**config.mk**
```make
export PLATFORM = sky130hd
export DESIGN_NAME = dz_matrix_scan_flat
export DESIGN_NICKNAME = d
export VERILOG_FILES = /design/src/rtl/dz_pkg.sv /design/src/rtl/dz_matrix_scan_if.sv /design/src/rtl/dz_frame_buf.sv /design/src/rtl/dz_matrix_scan.sv /design/src/flat_wrapper.sv
export SDC_FILE = /design/constraint.sdc
export NUM_CORES = 1
export LEC_CHECK = 0
export ABC_AREA = 1
export BUFFER_PORTS_ARGS = -buffer_cell sky130_fd_sc_hd__buf_2
export CAP_MARGIN = 30
export CORE_MARGIN = 2
export CORE_UTILIZATION = 45
export DETAILED_ROUTE_END_ITERATION = 8
export PLACE_DENSITY = 0.58
export SYNTH_ARGS = -nofsm -noshare
export SYNTH_HDL_FRONTEND = slang
export SYNTH_SLANG_ARGS = --single-unit
export TNS_END_PERCENT = 50
```
**constraint.sdc**
```tcl
create_clock -name clk -period 4.4 [get_ports clk]
set_input_delay 1.1 -clock clk [delete_from_list [all_inputs] [get_ports clk]]
set_output_delay 1.1 -clock clk [all_outputs]
set_load 0.02 [all_outputs]
```
**src/rtl/dz_pkg.sv**
```systemverilog
// Shared definitions for the dot-matrix scan path: scan FSM encoding,
// blank column level and the 8x8 glyph codes used by frame writers.
package dz_pkg;

  // Scan controller states.
  typedef enum logic [1:0] {
    ST_OFF  = 2'd0,
    ST_SCAN = 2'd1,
    ST_PEND = 2'd2
  } scan_state_e;

  // Level driven on a column that must stay dark.
  localparam logic COL_OFF = 1'b0;

  // Glyphs available to writers (egg stages, chick, thermometer).
  typedef enum logic [2:0] {
    GL_EGG       = 3'd0,
    GL_EGG_CRACK = 3'd1,
    GL_EGG_HATCH = 3'd2,
    GL_CHICK     = 3'd3,
    GL_THERMO    = 3'd4
  } glyph_e;

  // Returns one 8-column row of a glyph; row 0 is the least significant byte.
  function automatic logic [7:0] glyph_row(glyph_e g, logic [2:0] r);
    logic [63:0] bits;
    case (g)
      GL_EGG:       bits = 64'h183C7E7E7E7E3C18;
      GL_EGG_CRACK: bits = 64'h183C5A667E7E3C18;
      GL_EGG_HATCH: bits = 64'h0018244281423C00;
      GL_CHICK:     bits = 64'h003C7E5A7E3C2466;
      GL_THERMO:    bits = 64'h3C3C242424241818;
      default:      bits = 64'h0;
    endcase
    return bits[{r, 3'b000} +: 8];
  endfunction

endpackage

```
**src/rtl/dz_matrix_scan_if.sv**
```systemverilog
// Row-write and frame-commit port between a frame writer and the scanner.
//
// Handshake: a row write transfers on every rising edge where wr_valid and
// wr_ready are both 1; wr_row/wr_r/wr_g must be stable while wr_valid is 1.
// commit is a single-cycle request; commit_done is a single-cycle pulse
// issued by the scanner once the written frame becomes the displayed one.
interface dz_matrix_scan_if #(
  parameter int ROWS = 8,
  parameter int COLS = 8
);
  localparam int RW = $clog2(ROWS);

  logic            wr_valid;
  logic            wr_ready;
  logic [RW-1:0]   wr_row;
  logic [COLS-1:0] wr_r;
  logic [COLS-1:0] wr_g;
  logic            commit;
  logic            commit_done;

  modport master (
    output wr_valid, wr_row, wr_r, wr_g, commit,
    input  wr_ready, commit_done
  );

  modport slave (
    input  wr_valid, wr_row, wr_r, wr_g, commit,
    output wr_ready, commit_done
  );
endinterface

```
**src/rtl/dz_frame_buf.sv**
```systemverilog
// Double-buffered frame store: two banks of ROWS x {red, green} words.
// Writes always land in the back bank; the scanner reads the front bank.
module dz_frame_buf #(
  parameter  int ROWS = 8,
  parameter  int COLS = 8,
  localparam int RW   = $clog2(ROWS)
) (
  input  logic            clk,
  input  logic            rst,
  input  logic            wr_en,
  input  logic [RW-1:0]   wr_row,
  input  logic [COLS-1:0] wr_r,
  input  logic [COLS-1:0] wr_g,
  input  logic            swap,
  input  logic [RW-1:0]   rd_row,
  output logic [COLS-1:0] rd_r,
  output logic [COLS-1:0] rd_g
);

  // One extra bit so the bound check is meaningful when ROWS is a power of two.
  localparam logic [RW:0] ROW_LIMIT = (RW+1)'(ROWS);

  logic                front_q;
  logic [2*COLS-1:0]   bank0_q [ROWS];
  logic [2*COLS-1:0]   bank1_q [ROWS];
  logic                wr_hit;
  logic [2*COLS-1:0]   rd_word;

  // Rows outside the matrix complete the handshake but are not stored.
  assign wr_hit = wr_en && ({1'b0, wr_row} < ROW_LIMIT);

  // Front pointer: 0 shows bank0, 1 shows bank1.
  always_ff @(posedge clk) begin
    if (rst)       front_q <= 1'b0;
    else if (swap) front_q <= ~front_q;
  end

  // Bank storage; only the bank not being displayed accepts writes.
  always_ff @(posedge clk) begin
    if (rst) begin
      for (int i = 0; i < ROWS; i++) begin
        bank0_q[i] <= '0;
        bank1_q[i] <= '0;
      end
    end else if (wr_hit) begin
      if (front_q) bank0_q[wr_row] <= {wr_r, wr_g};
      else         bank1_q[wr_row] <= {wr_r, wr_g};
    end
  end

  // Read mux for the row currently being scanned.
  always_comb begin
    rd_word = front_q ? bank1_q[rd_row] : bank0_q[rd_row];
  end

  assign rd_r = rd_word[2*COLS-1:COLS];
  assign rd_g = rd_word[COLS-1:0];

endmodule

```
**src/rtl/dz_matrix_scan.sv**
```systemverilog
// Bicolor dot-matrix scanner: walks the rows of the front frame, applies
// ghost blanking and blink, and swaps frames only at a frame boundary.
module dz_matrix_scan
  import dz_pkg::*;
#(
  parameter  int ROWS         = 8,
  parameter  int COLS         = 8,
  parameter  int SCAN_DIV     = 1,
  parameter  int BLINK_FRAMES = 64,
  localparam int RW           = $clog2(ROWS)
) (
  input  logic                 clk,
  input  logic                 rst,
  input  logic                 en,
  input  logic                 blink_en,
  dz_matrix_scan_if.slave      wr,
  output logic                 frame_start,
  output logic [ROWS-1:0]      row,
  output logic [COLS-1:0]      colr,
  output logic [COLS-1:0]      colg,
  output scan_state_e          dbg_state
);

  localparam int DW = (SCAN_DIV > 1) ? $clog2(SCAN_DIV) : 1;
  localparam int FW = (BLINK_FRAMES > 1) ? $clog2(BLINK_FRAMES) : 1;
  localparam logic [ROWS-1:0] ROW_ONE = ROWS'(1);
  localparam logic [COLS-1:0] COL_BLANK = {COLS{COL_OFF}};

  scan_state_e     state_q, state_d;
  logic [DW-1:0]   div_q;
  logic [RW-1:0]   row_idx_q;
  logic [FW-1:0]   frame_q;
  logic            blink_phase_q;
  logic            commit_done_q;
  logic [COLS-1:0] rd_r, rd_g;

  logic running, div_wrap, row_last, frame_last, end_of_frame;
  logic swap, ghost, dark, wr_ready_c;

  assign running      = (state_q != ST_OFF) && en;
  assign div_wrap     = (div_q == DW'(SCAN_DIV - 1));
  assign row_last     = (row_idx_q == RW'(ROWS - 1));
  assign frame_last   = (frame_q == FW'(BLINK_FRAMES - 1));
  assign end_of_frame = div_wrap && row_last;
  // A pending frame goes live at the frame boundary, or at once if scanning stops.
  assign swap         = (state_q == ST_PEND) && (!en || end_of_frame);
  assign ghost        = (SCAN_DIV > 1) && (div_q == '0);
  assign dark         = blink_en && blink_phase_q;

  // FSM state register.
  always_ff @(posedge clk) begin
    if (rst) state_q <= ST_OFF;
    else     state_q <= state_d;
  end

  // FSM next-state logic.
  always_comb begin
    state_d = state_q;
    case (state_q)
      ST_OFF:  if (en) state_d = ST_SCAN;
      ST_SCAN: begin
        if (!en)            state_d = ST_OFF;
        else if (wr.commit) state_d = ST_PEND;
      end
      ST_PEND: begin
        if (!en)               state_d = ST_OFF;
        else if (end_of_frame) state_d = ST_SCAN;
      end
      default: state_d = ST_OFF;
    endcase
  end

  // FSM outputs: writes are held off while a frame waits to be shown.
  always_comb begin
    wr_ready_c = (state_q != ST_PEND);
    dbg_state  = state_q;
  end

  assign wr.wr_ready    = wr_ready_c;
  assign wr.commit_done = commit_done_q;

  // Row dwell divider, row index and frame counter; all idle at 0 when stopped.
  always_ff @(posedge clk) begin
    if (rst || !running) begin
      div_q     <= '0;
      row_idx_q <= '0;
      frame_q   <= '0;
    end else if (div_wrap) begin
      div_q <= '0;
      if (row_last) begin
        row_idx_q <= '0;
        frame_q   <= frame_last ? '0 : frame_q + 1'b1;
      end else begin
        row_idx_q <= row_idx_q + 1'b1;
      end
    end else begin
      div_q <= div_q + 1'b1;
    end
  end

  // Blink phase flips every BLINK_FRAMES frames, only while blink is enabled.
  always_ff @(posedge clk) begin
    if (rst || !running || !blink_en)   blink_phase_q <= 1'b0;
    else if (end_of_frame && frame_last) blink_phase_q <= ~blink_phase_q;
  end

  // Swap acknowledge, one cycle after the front pointer moves.
  always_ff @(posedge clk) begin
    if (rst) commit_done_q <= 1'b0;
    else     commit_done_q <= swap;
  end

  // Registered display outputs; row and column bits come from the same row_idx.
  always_ff @(posedge clk) begin
    if (rst || !running) begin
      row         <= '1;
      colr        <= COL_BLANK;
      colg        <= COL_BLANK;
      frame_start <= 1'b0;
    end else begin
      row         <= ~(ROW_ONE << row_idx_q);
      colr        <= (ghost || dark) ? COL_BLANK : rd_r;
      colg        <= (ghost || dark) ? COL_BLANK : rd_g;
      frame_start <= (row_idx_q == '0) && (div_q == '0);
    end
  end

  dz_frame_buf #(
    .ROWS (ROWS),
    .COLS (COLS)
  ) u_frame_buf (
    .clk    (clk),
    .rst    (rst),
    .wr_en  (wr.wr_valid && wr_ready_c),
    .wr_row (wr.wr_row),
    .wr_r   (wr.wr_r),
    .wr_g   (wr.wr_g),
    .swap   (swap),
    .rd_row (row_idx_q),
    .rd_r   (rd_r),
    .rd_g   (rd_g)
  );

endmodule
```
**src/flat_wrapper.sv**
```systemverilog
// flat-port wrapper written by rule: the top's interface ports become plain ports
module dz_matrix_scan_flat import dz_pkg::*;
#(
  parameter  int ROWS         = 8,
  parameter  int COLS         = 8,
  parameter  int SCAN_DIV     = 1,
  parameter  int BLINK_FRAMES = 64,
  localparam int RW           = $clog2(ROWS)
)
  (clk, rst, en, blink_en, frame_start, row, colr, colg, dbg_state, wr_wr_valid, wr_wr_row, wr_wr_r, wr_wr_g, wr_commit, wr_wr_ready, wr_commit_done);
  dz_matrix_scan_if #(.ROWS(ROWS), .COLS(COLS)) wr_i ();
  input  logic clk;
  input  logic rst;
  input  logic en;
  input  logic blink_en;
  output logic frame_start;
  output logic [ROWS-1:0] row;
  output logic [COLS-1:0] colr;
  output logic [COLS-1:0] colg;
  output scan_state_e dbg_state;
  input wire logic [$bits(wr_i.wr_valid)-1:0] wr_wr_valid;
  input wire logic [$bits(wr_i.wr_row)-1:0] wr_wr_row;
  input wire logic [$bits(wr_i.wr_r)-1:0] wr_wr_r;
  input wire logic [$bits(wr_i.wr_g)-1:0] wr_wr_g;
  input wire logic [$bits(wr_i.commit)-1:0] wr_commit;
  output wire logic [$bits(wr_i.wr_ready)-1:0] wr_wr_ready;
  output wire logic [$bits(wr_i.commit_done)-1:0] wr_commit_done;
  assign wr_i.wr_valid = wr_wr_valid;
  assign wr_i.wr_row = wr_wr_row;
  assign wr_i.wr_r = wr_wr_r;
  assign wr_i.wr_g = wr_wr_g;
  assign wr_i.commit = wr_commit;
  assign wr_wr_ready = wr_i.wr_ready;
  assign wr_commit_done = wr_i.commit_done;
  dz_matrix_scan #(.ROWS(ROWS), .COLS(COLS), .SCAN_DIV(SCAN_DIV), .BLINK_FRAMES(BLINK_FRAMES)) u_core (.clk(clk), .rst(rst), .en(en), .blink_en(blink_en), .wr(wr_i), .frame_start(frame_start), .row(row), .colr(colr), .colg(colg), .dbg_state(dbg_state));
endmodule
```
==> flow_summary.ini, run 1 <==
[run_status]
status = finished clean

[timing]
period_needed_ns = 2.74
tns_ns = 0
drv_slew = 0
hold_violations = 0
setup_viol = 0
tightest_slew_ns = 0.996
fin_skew_ns = 0.0156
slew_headroom_pct = 33.5
min_period_over_period_pct = 62.2
fmax_mhz = 365
rsz0062_at_grt = false

[grt]
grt_max_degree = 82
use_met3_pct = 3.43
grt_pass1_wl_um = 58500
first_global_vias = 9750
met1_usage_pct = 34.2
gr-usage-met2_pct = 38.1
grt_overflow = 0
grt-busiest-layer = met2
antenna_found_initial = 3
grt.total_usage_pct = 24.2

[critical_path]
cpPeakStageDelay_ns = 0.67
required_ns = 4.48
reg2reg_slack_ns = 1.74
worstPathMaxFanout = 17
critical_path.cell_chain = buf_2 > inv_2 > nand4_4 > or2_1 > nand2_1
worst-setup-path-type = primary input to register
slowest_stage = or2_1
end_kind = register
startpoint_type = primary input
crit_arrival_ns = 2.82

[cells_and_area]
fillCellCount = 2827
syn_to_final_growth_pct = 12.1
stdcell_area_sq_mm = 0.0158
final_core_util_pct = 51.5
nNetsFinal = 1622
drive_gt1_share_pct = 12.1

[clocking]
ctsLongestPathBuffers = 3
clk_pin_slew_worst_paths_ns = 0.06
postCtsHoldBufs = 0
h-tree-depth = 2
cts_resized = 0
cts_buffers = 34
postCtsSetupBuffers = 0
cts_root_buffer = clkbuf_16
clkLatencyLatePin_ns = 0.51
cts_num_sinks = 299
cts_tree = yes

[power]
p_per_area_mw_per_mm2 = 405
total_power_mw = 6.42
power_leakage_nw = 7.03
ir_drop_v = 0.000206

[die]
rows = 64
die_height_um = 181
num_io_pins = 54
die-area_sq_mm = 0.0328
start_util_pct = 46.0
core_sq_mm = 0.0307
die_w_um = 181

[detailed_routing]
drc = 0
via_per_inst = 5.11
drt_iter0_markers = 1357
wl_per_cell_um = 19.7
drt_wl_total_um = 39600
dr_total_vias = 10278
antenna_left = 0
first_pass_iters = 5

[logic_synthesis]
ys_warn_count = 0
synth.most_common_cell = nand2_1
yosys-top-cells-area = edfxtp_1 (54%), nand2_1 (9.8%), nand3_1 (6.9%)
syn-num-nets = 1608
synth_edf_count = 256
yosysTopAreaCell = edfxtp_1
synth.cell_area_sq_mm = 0.0141
ys_types = 29
synth_cells = 1576
ys_seq_elements = 299
async_reset_ff_share_pct = 0
synth.avg_cell_area_sq_um = 8.97
seq_area_frac_synth_pct = 60.5
ys.flop_type = edfxtp_1
synth_top_area_share_pct = 54.4
synthTopCellsByCount = nand2_1 (368), edfxtp_1 (256), inv_1 (256)

[placed_design]
dp.final_hpwl_um = 26300
place.gp.congestion = 0.901
io_buffers = 53
postPlaceCellArea_sq_mm = 0.0147

[hold_path]
hp-class = register to register

[flow_run]
maxCapViolations = 0
==> registers in the layout, summed over array words and instances (netlist names), named ones only <==
signal,count
u_core.colr,8
u_core.frame_start,1
u_core.div_q,1
u_core.dbg_state,2
u_core.u_frame_buf.bank1_q,128
u_core.u_frame_buf.front_q,1
u_core.colg,8
u_core.wr.commit_done,1
u_core.blink_phase_q,1
u_core.u_frame_buf.bank0_q,128
u_core.frame_q,6
u_core.row_idx_q,3
u_core.row,8
==> critical path: cells and delay by family <==
family,cells,cell delay (ns)
simple gates,3,1.50
buf+inv,2,0.22
==> final timing paths <==
kind                                                               from                                        endpoint  cells after the start
worst min-delay path                     u_core.frame_q[1]$_SDFFE_PP0P_                  u_core.frame_q[1]$_SDFFE_PP0P_                      2
worst min register to register           u_core.frame_q[1]$_SDFFE_PP0P_                  u_core.frame_q[1]$_SDFFE_PP0P_                      2
worst max-delay path                                                rst  u_core.u_frame_buf.bank0_q[4][5]$_SDFFCE_PN0P_                      5
worst max register to register  u_core.u_frame_buf.front_q$_SDFFE_PP0P_  u_core.u_frame_buf.bank1_q[4][5]$_SDFFCE_PN0P_                      4
==> layout make-up <==
cell class / instances / area, sq um / share of cell area, %
repair buffers: 81 / 666 / 4.20
clock inverters: 17 / 155 / 0.979
multi-input cells: 913 / 4020 / 25.4
flip-flops and latches: 299 / 8550 / 54.0
inverters: 261 / 982 / 6.20
diodes: 1 / 2.50 / 0.0158
well taps: 396 / 495 / 3.13
clock buffers: 45 / 966 / 6.10
==> kinds of logic after synthesis <==
| logic type | share of synthesized area, % |
|---|---|
| AO/OA/AOI/OAI | 1.14 |
| XOR/XNOR | 0.0620 |
| adder cells (fa/ha/maj) | 0.620 |
| buffers and inverters | 11.1 |
| flip-flops | 60.5 |
| other | 0.0265 |
| AND/OR/NAND/NOR | 26.6 |
==> where the power goes <==
group,internal [mW],switching [mW]
clock network,1.72,1.11
logic,0.0967,0.278
registers,3.17,0.0349
==> metal layers <==
layer / share of wire [%] / vias to the layer above
li1: - / 4947
met3: 7.8 / 90
met5: 0.071 / -
met2: 45 / 430
met4: 3.5 / 4
met1: 43 / 4807
==> metrics by stage <==
stage	cells	setup WS, ns	hold WS, ns
2_1_floorplan	1576	1.77	0.436
3_3_place_gp	1937	1.23	0.472
3_5_place_dp	1950	1.16	0.473
4_1_cts	2012	1.69	0.484
5_1_grt	2013	1.53	0.507
6_report	2013	1.66	0.486
==> placed cells by master (no fill, tap or decap), types with 2 or more instances in the layout <==
master,synthesis,layout
a21oi_1,23,23
buf_2,49,53
clkbuf_1,29,7
nor2_1,231,231
clkbuf_16,0,37
buf_4,0,15
ha_1,7,7
nor2_2,54,54
clkinv_1,0,7
nor3b_1,2,2
nand3_1,195,195
buf_16,0,7
o21ai_0,3,3
nand4_1,2,2
inv_2,5,5
nand2_1,368,368
dfxtp_1,43,41
edfxtp_1,256,256
or2_1,17,17
bufinv_16,0,3
inv_1,256,255
clkinv_2,0,6
buf_8,0,5
Note: power is estimated with default switching activity, not from simulation.
==> run 2: changes to the inputs <==
--- a/config.mk
+++ b/config.mk
@@ -11,7 +11,7 @@
 export CORE_MARGIN = 2
 export CORE_UTILIZATION = 45
 export DETAILED_ROUTE_END_ITERATION = 8
-export PLACE_DENSITY = 0.58
+export PLACE_DENSITY = 0.6
 export SYNTH_ARGS = -nofsm -noshare
 export SYNTH_HDL_FRONTEND = slang
 export SYNTH_SLANG_ARGS = --single-unit
==> constraint.sdc (replaced) <==
create_clock -name clk -period 2.5 [get_ports clk]
set_input_delay 0.625 -clock clk [delete_from_list [all_inputs] [get_ports clk]]
set_output_delay 0.625 -clock clk [all_outputs]
set_load 0.02 [all_outputs]
==> flow_summary.ini, run 2 (synthesis gave the netlist of run 1 again) <==
[detailed_routing]
antenna_left = 0
drc = 0
dr_total_vias = 10095
first_pass_iters = 5
drt_iter0_markers = 690
wl_per_cell_um = 17.1
drt_wl_total_um = 35100
via_per_inst = 4.93

[placed_design]
dp.final_hpwl_um = 22300
postPlaceCellArea_sq_mm = 0.0149
io_buffers = 53
place.gp.congestion = 0.834
dp.cells = 1984
pre_cts_ws_ns = 0.364

[timing]
fin_ws_ns = 0.609
drv_slew = 0
min_period_over_period_pct = 75.6
tightest_slew_ns = 0.898
period_needed_ns = 1.89
hold_violations = 0
setup_viol = 0
fin_skew_ns = 0.0209
fmax_mhz = 529
rsz0062_at_grt = false
hold_slack_ns = 0.337
slew_headroom_pct = 40.0
tns_ns = 0

[clocking]
clkLatencyLatePin_ns = 0.51
postCtsHoldBufs = 0
clk_pin_slew_worst_paths_ns = 0.06
cts_tree = yes
cts_resized = 0
cts_num_sinks = 299
h-tree-depth = 2
cts_root_buffer = clkbuf_16
cts_buffers = 34
ctsLongestPathBuffers = 3
postCtsSetupBuffers = 0

[die]
start_util_pct = 46.0
core_sq_mm = 0.0307
num_io_pins = 54
rows = 64
die-area_sq_mm = 0.0328
die_height_um = 181
die_w_um = 181

[hold_path]
hold_path_startpoint = rst
hp-class = primary input to register
hold_depth = 2

[cells_and_area]
stdcell_area_sq_mm = 0.0159
fillCellCount = 2893
layout.area.seq_sq_mm = 0.00855
layout_commonest_cell = nand2_1
final_core_util_pct = 51.8
drive_gt1_share_pct = 13.8
multi_input_area_sq_mm = 0.00402
fin_cells = 2047
final_cell_mix = nand2_1 (368), edfxtp_1 (256), inv_1 (255)
top_regs = u_core.u_frame_buf.bank0_q (128), u_core.u_frame_buf.bank1_q (128)
nNetsFinal = 1656
syn_to_final_growth_pct = 12.6

[power]
p_per_area_mw_per_mm2 = 690
switching_share_pct = 22.0
ir_drop_v = 0.000511
power_leakage_nw = 7.11
p_sw_mw = 2.42
total_power_mw = 11.0
pwr-share-seq_pct = 51.2
internal-power_mw = 8.57
clkPwrFrac_pct = 43.1
p_comb_share_pct = 5.6

[critical_path]
end_kind = output port
required_ns = 1.88
startpoint_type = register
rr_worst_depth = 8
worst-setup-path-type = register to output port
crit_arrival_ns = 1.27
crit_start = u_core.dbg_state[0]$_SDFFE_PP0P_
worstPathMaxFanout = 5

[flow_run]
maxCapViolations = 0

[run_status]
status = finished clean

[grt]
grt_max_degree = 129
grt.total_usage_pct = 21.7
first_global_vias = 9837
antenna_found_initial = 3
grt_pass1_wl_um = 54600
grt_overflow = 0
==> run 2: changes by cell type in the layout (fill, tap and decap cells not counted), moves of 2 or more <==
cell and delta:
buf_4 +41, buf_16 -7, buf_12 +5, buf_8 -5
clkbuf_16 -2, diode_2 +2
==> run 2: critical path, stage by stage, from the launching register on <==
cell	delay, ns
dfxtp_1	0.43
inv_2	0.08
nand2_4	0.09
buf_2	0.17
==> run 2: area by class of cell <==
type                       count  area share (%)
clock inverter                16           0.778
antenna                        3          0.0472
tap                          396            3.11
clock buffer                  44            5.84
timing repair buffer         115            5.06
sequential                   299            53.7
multi-input combinational    913            25.3
inverter                     261            6.17
==> run 2: power groups by stage <==
| stage | Clock [mW] | Combinational, mW | Sequential [mW] |
|---|---|---|---|
| finish | 4.74 | 0.619 | 5.63 |
| CTS | 4.84 | 0.624 | 5.63 |
| detailed placement | 0 | 0.620 | 5.73 |
| global placement | 0 | 0.613 | 5.73 |
| global route | 5.03 | 0.684 | 5.64 |
| floorplan | 0 | 0.360 | 5.73 |
==> run 2: path summary, 6_finish.rpt <==
kind | end | slack [ns]
worst min register to register | u_core.row[6]$_SDFF_PP1_ | 0.48
worst max-delay path | wr_wr_ready | 0.61
worst max register to register | u_core.colr[2]$_SDFF_PP0_ | 0.61
worst min-delay path | u_core.wr.commit_done$_SDFF_PP0_ | 0.34
==> run 2: routing by layer <==
metal	share of wire, %	vias to the layer above	GRT usage [%]	wire length [um]
li1	-	5002	-	-
met1	41	4771	27.1	14500
met2	50	249	37.9	17500
met3	5.9	73	4.09	2070
met4	2.9	0	7.12	1030
met5	0	-	0	0
==> run 3: changes to the inputs <==
==> constraint.sdc (replaced) <==
create_clock -name clk -period 1.6 [get_ports clk]
set_input_delay 0.4 -clock clk [delete_from_list [all_inputs] [get_ports clk]]
set_output_delay 0.4 -clock clk [all_outputs]
set_load 0.02 [all_outputs]
==> flow_summary.ini, run 3 (synthesis gave the netlist of run 1 again) <==
[cells_and_area]
nNetsFinal = 1680
stdcell_area_sq_mm = 0.0170
final_cell_mix = nand2_1 (350), edfxtp_1 (256), inv_1 (255)
syn_to_final_growth_pct = 19.9
drive_gt1_share_pct = 17.7
top_regs = u_core.u_frame_buf.bank0_q (128), u_core.u_frame_buf.bank1_q (128)
layout_commonest_cell = nand2_1

[timing]
rsz0062_at_grt = true
fin_skew_ns = 0.0100
hold_slack_ns = 0.153
hold_violations = 0
min_period_over_period_pct = 98.4
fmax_mhz = 635
tightest_slew_ns = 0.651
drv_slew = 0
period_needed_ns = 1.57
setup_viol = 0
slew_headroom_pct = 56.6
fin_ws_ns = 0.0253

[clocking]
clkLatencyLatePin_ns = 0.51
postCtsHoldBufs = 0
cts_buffers = 34
cts_root_buffer = clkbuf_16
clk_pin_slew_worst_paths_ns = 0.06
ctsLongestPathBuffers = 3
cts_num_sinks = 299
h-tree-depth = 2
cts_tree = yes

[grt]
antenna_found_initial = 3
grt.total_usage_pct = 23.4
grt_pass1_wl_um = 57900
grt_max_degree = 44
grt_overflow = 0
first_global_vias = 9942

[critical_path]
critical_path.cell_chain = inv_8 > buf_4 > nand2_1 > nand3_1 > nand3_1 > nand2_1 > nand2_1 > nand2_1 > nor2_1
end_kind = register
crit_top_cell = nand2_1
worstPathMaxFanout = 12
cpPeakStageDelay_ns = 0.40
required_ns = 2.00
crit_arrival_ns = 1.97
worst-setup-path-type = register to register
startpoint_type = register
slowest_stage = dfxtp_4

[power]
ir_drop_v = 0.000675
switching_share_pct = 22.7
total_power_mw = 17.5
p_per_area_mw_per_mm2 = 1030
power_leakage_nw = 7.48
clkPwrFrac_pct = 43.1
pwr-share-seq_pct = 50.2
p_comb_share_pct = 6.7
internal-power_mw = 13.5
p_sw_mw = 3.97

[die]
die_w_um = 181
start_util_pct = 46.0
die-area_sq_mm = 0.0328
core_sq_mm = 0.0307
rows = 64
num_io_pins = 54
die_height_um = 181

[flow_run]
maxCapViolations = 0

[placed_design]
postPlaceCellArea_sq_mm = 0.0155
io_buffers = 53
pre_cts_ws_ns = -0.210
dp.final_hpwl_um = 23900
place.gp.congestion = 0.821

[hold_path]
hp-class = primary input to register

[detailed_routing]
via_per_inst = 5.12
drt_wl_total_um = 38700
dr_total_vias = 10615
drc = 0
drt_iter0_markers = 1075
wl_per_cell_um = 18.7
first_pass_iters = 5
antenna_left = 0

[run_status]
status = finished clean
-- run 3: critical path: cells and delay by family (launching register included) --
kind | cells | cell delay [ns]
flops | 1 | 0.40
simple gates | 7 | 0.65
buf+inv | 2 | 0.40
-- run 3: final cells by class --
type                            count  area [sq um]
Fill cell                        2758         13800
Timing Repair Buffer              133          1370
Antenna cell                        3          7.51
Inverter                          261          1000
Clock inverter                     15          97.6
Tap cell                          396           495
Clock buffer                       47           983
Sequential cell                   299          8560
Multi-Input combinational cell    919          4430
-- run 3: power by group through the flow --
stage                     combinational [mW]  sequential (mW)  clock [mW]
after floorplan                        0.632             8.95           0
after global placement                  1.10             8.94           0
after detailed placement                1.12             8.95           0
after CTS                               1.13             8.79        7.64
after global routing                    1.27             8.81        7.96
final                                   1.17             8.79        7.55
-- run 3: metrics by stage --
stage / cells / utilization, % / setup TNS [ns]
after floorplan: 1576 / - / -6.80
after global placement: 1995 / 50.5 / -49.95
after detailed placement: 1995 / 50.5 / -57.18
after CTS: 2059 / 54.2 / -0.00399
after global routing: 2070 / 55.1 / -0.145
final: 2073 / 55.1 / 0
-- run 3: metal layers --
metal	vias to the layer above	wire, um	GRT usage [%]
met2	399	17300	35.9
met3	75	3260	4.78
met5	-	0	0
met4	0	1200	7.80
li1	5079	-	-
met1	5062	17000	33.4
-- run 3: path summary, 6_finish.rpt --
check | startpoint | endpoint | slack, ns | cells past startpoint
worst max register to register | register | u_core.colr[5]$_SDFF_PP0_ | 0.03 | 9
worst min register to register | u_core.frame_q[1]$_SDFFE_PP0P_ | u_core.frame_q[1]$_SDFFE_PP0P_ | 0.48 | 2
worst min-delay path | blink_en | u_core.blink_phase_q$_SDFFE_PP0P_ | 0.15 | 3
worst max-delay path | register | u_core.colr[5]$_SDFF_PP0_ | 0.03 | 9
-- run 3: repair_timing --
action | CTS | global route
setup endpoints to repair | 38 | 248
gates cloned | 2 | 8
setup buffers | 0 | 3
pin swaps | 1 | 2
resized for setup | 7 | 33
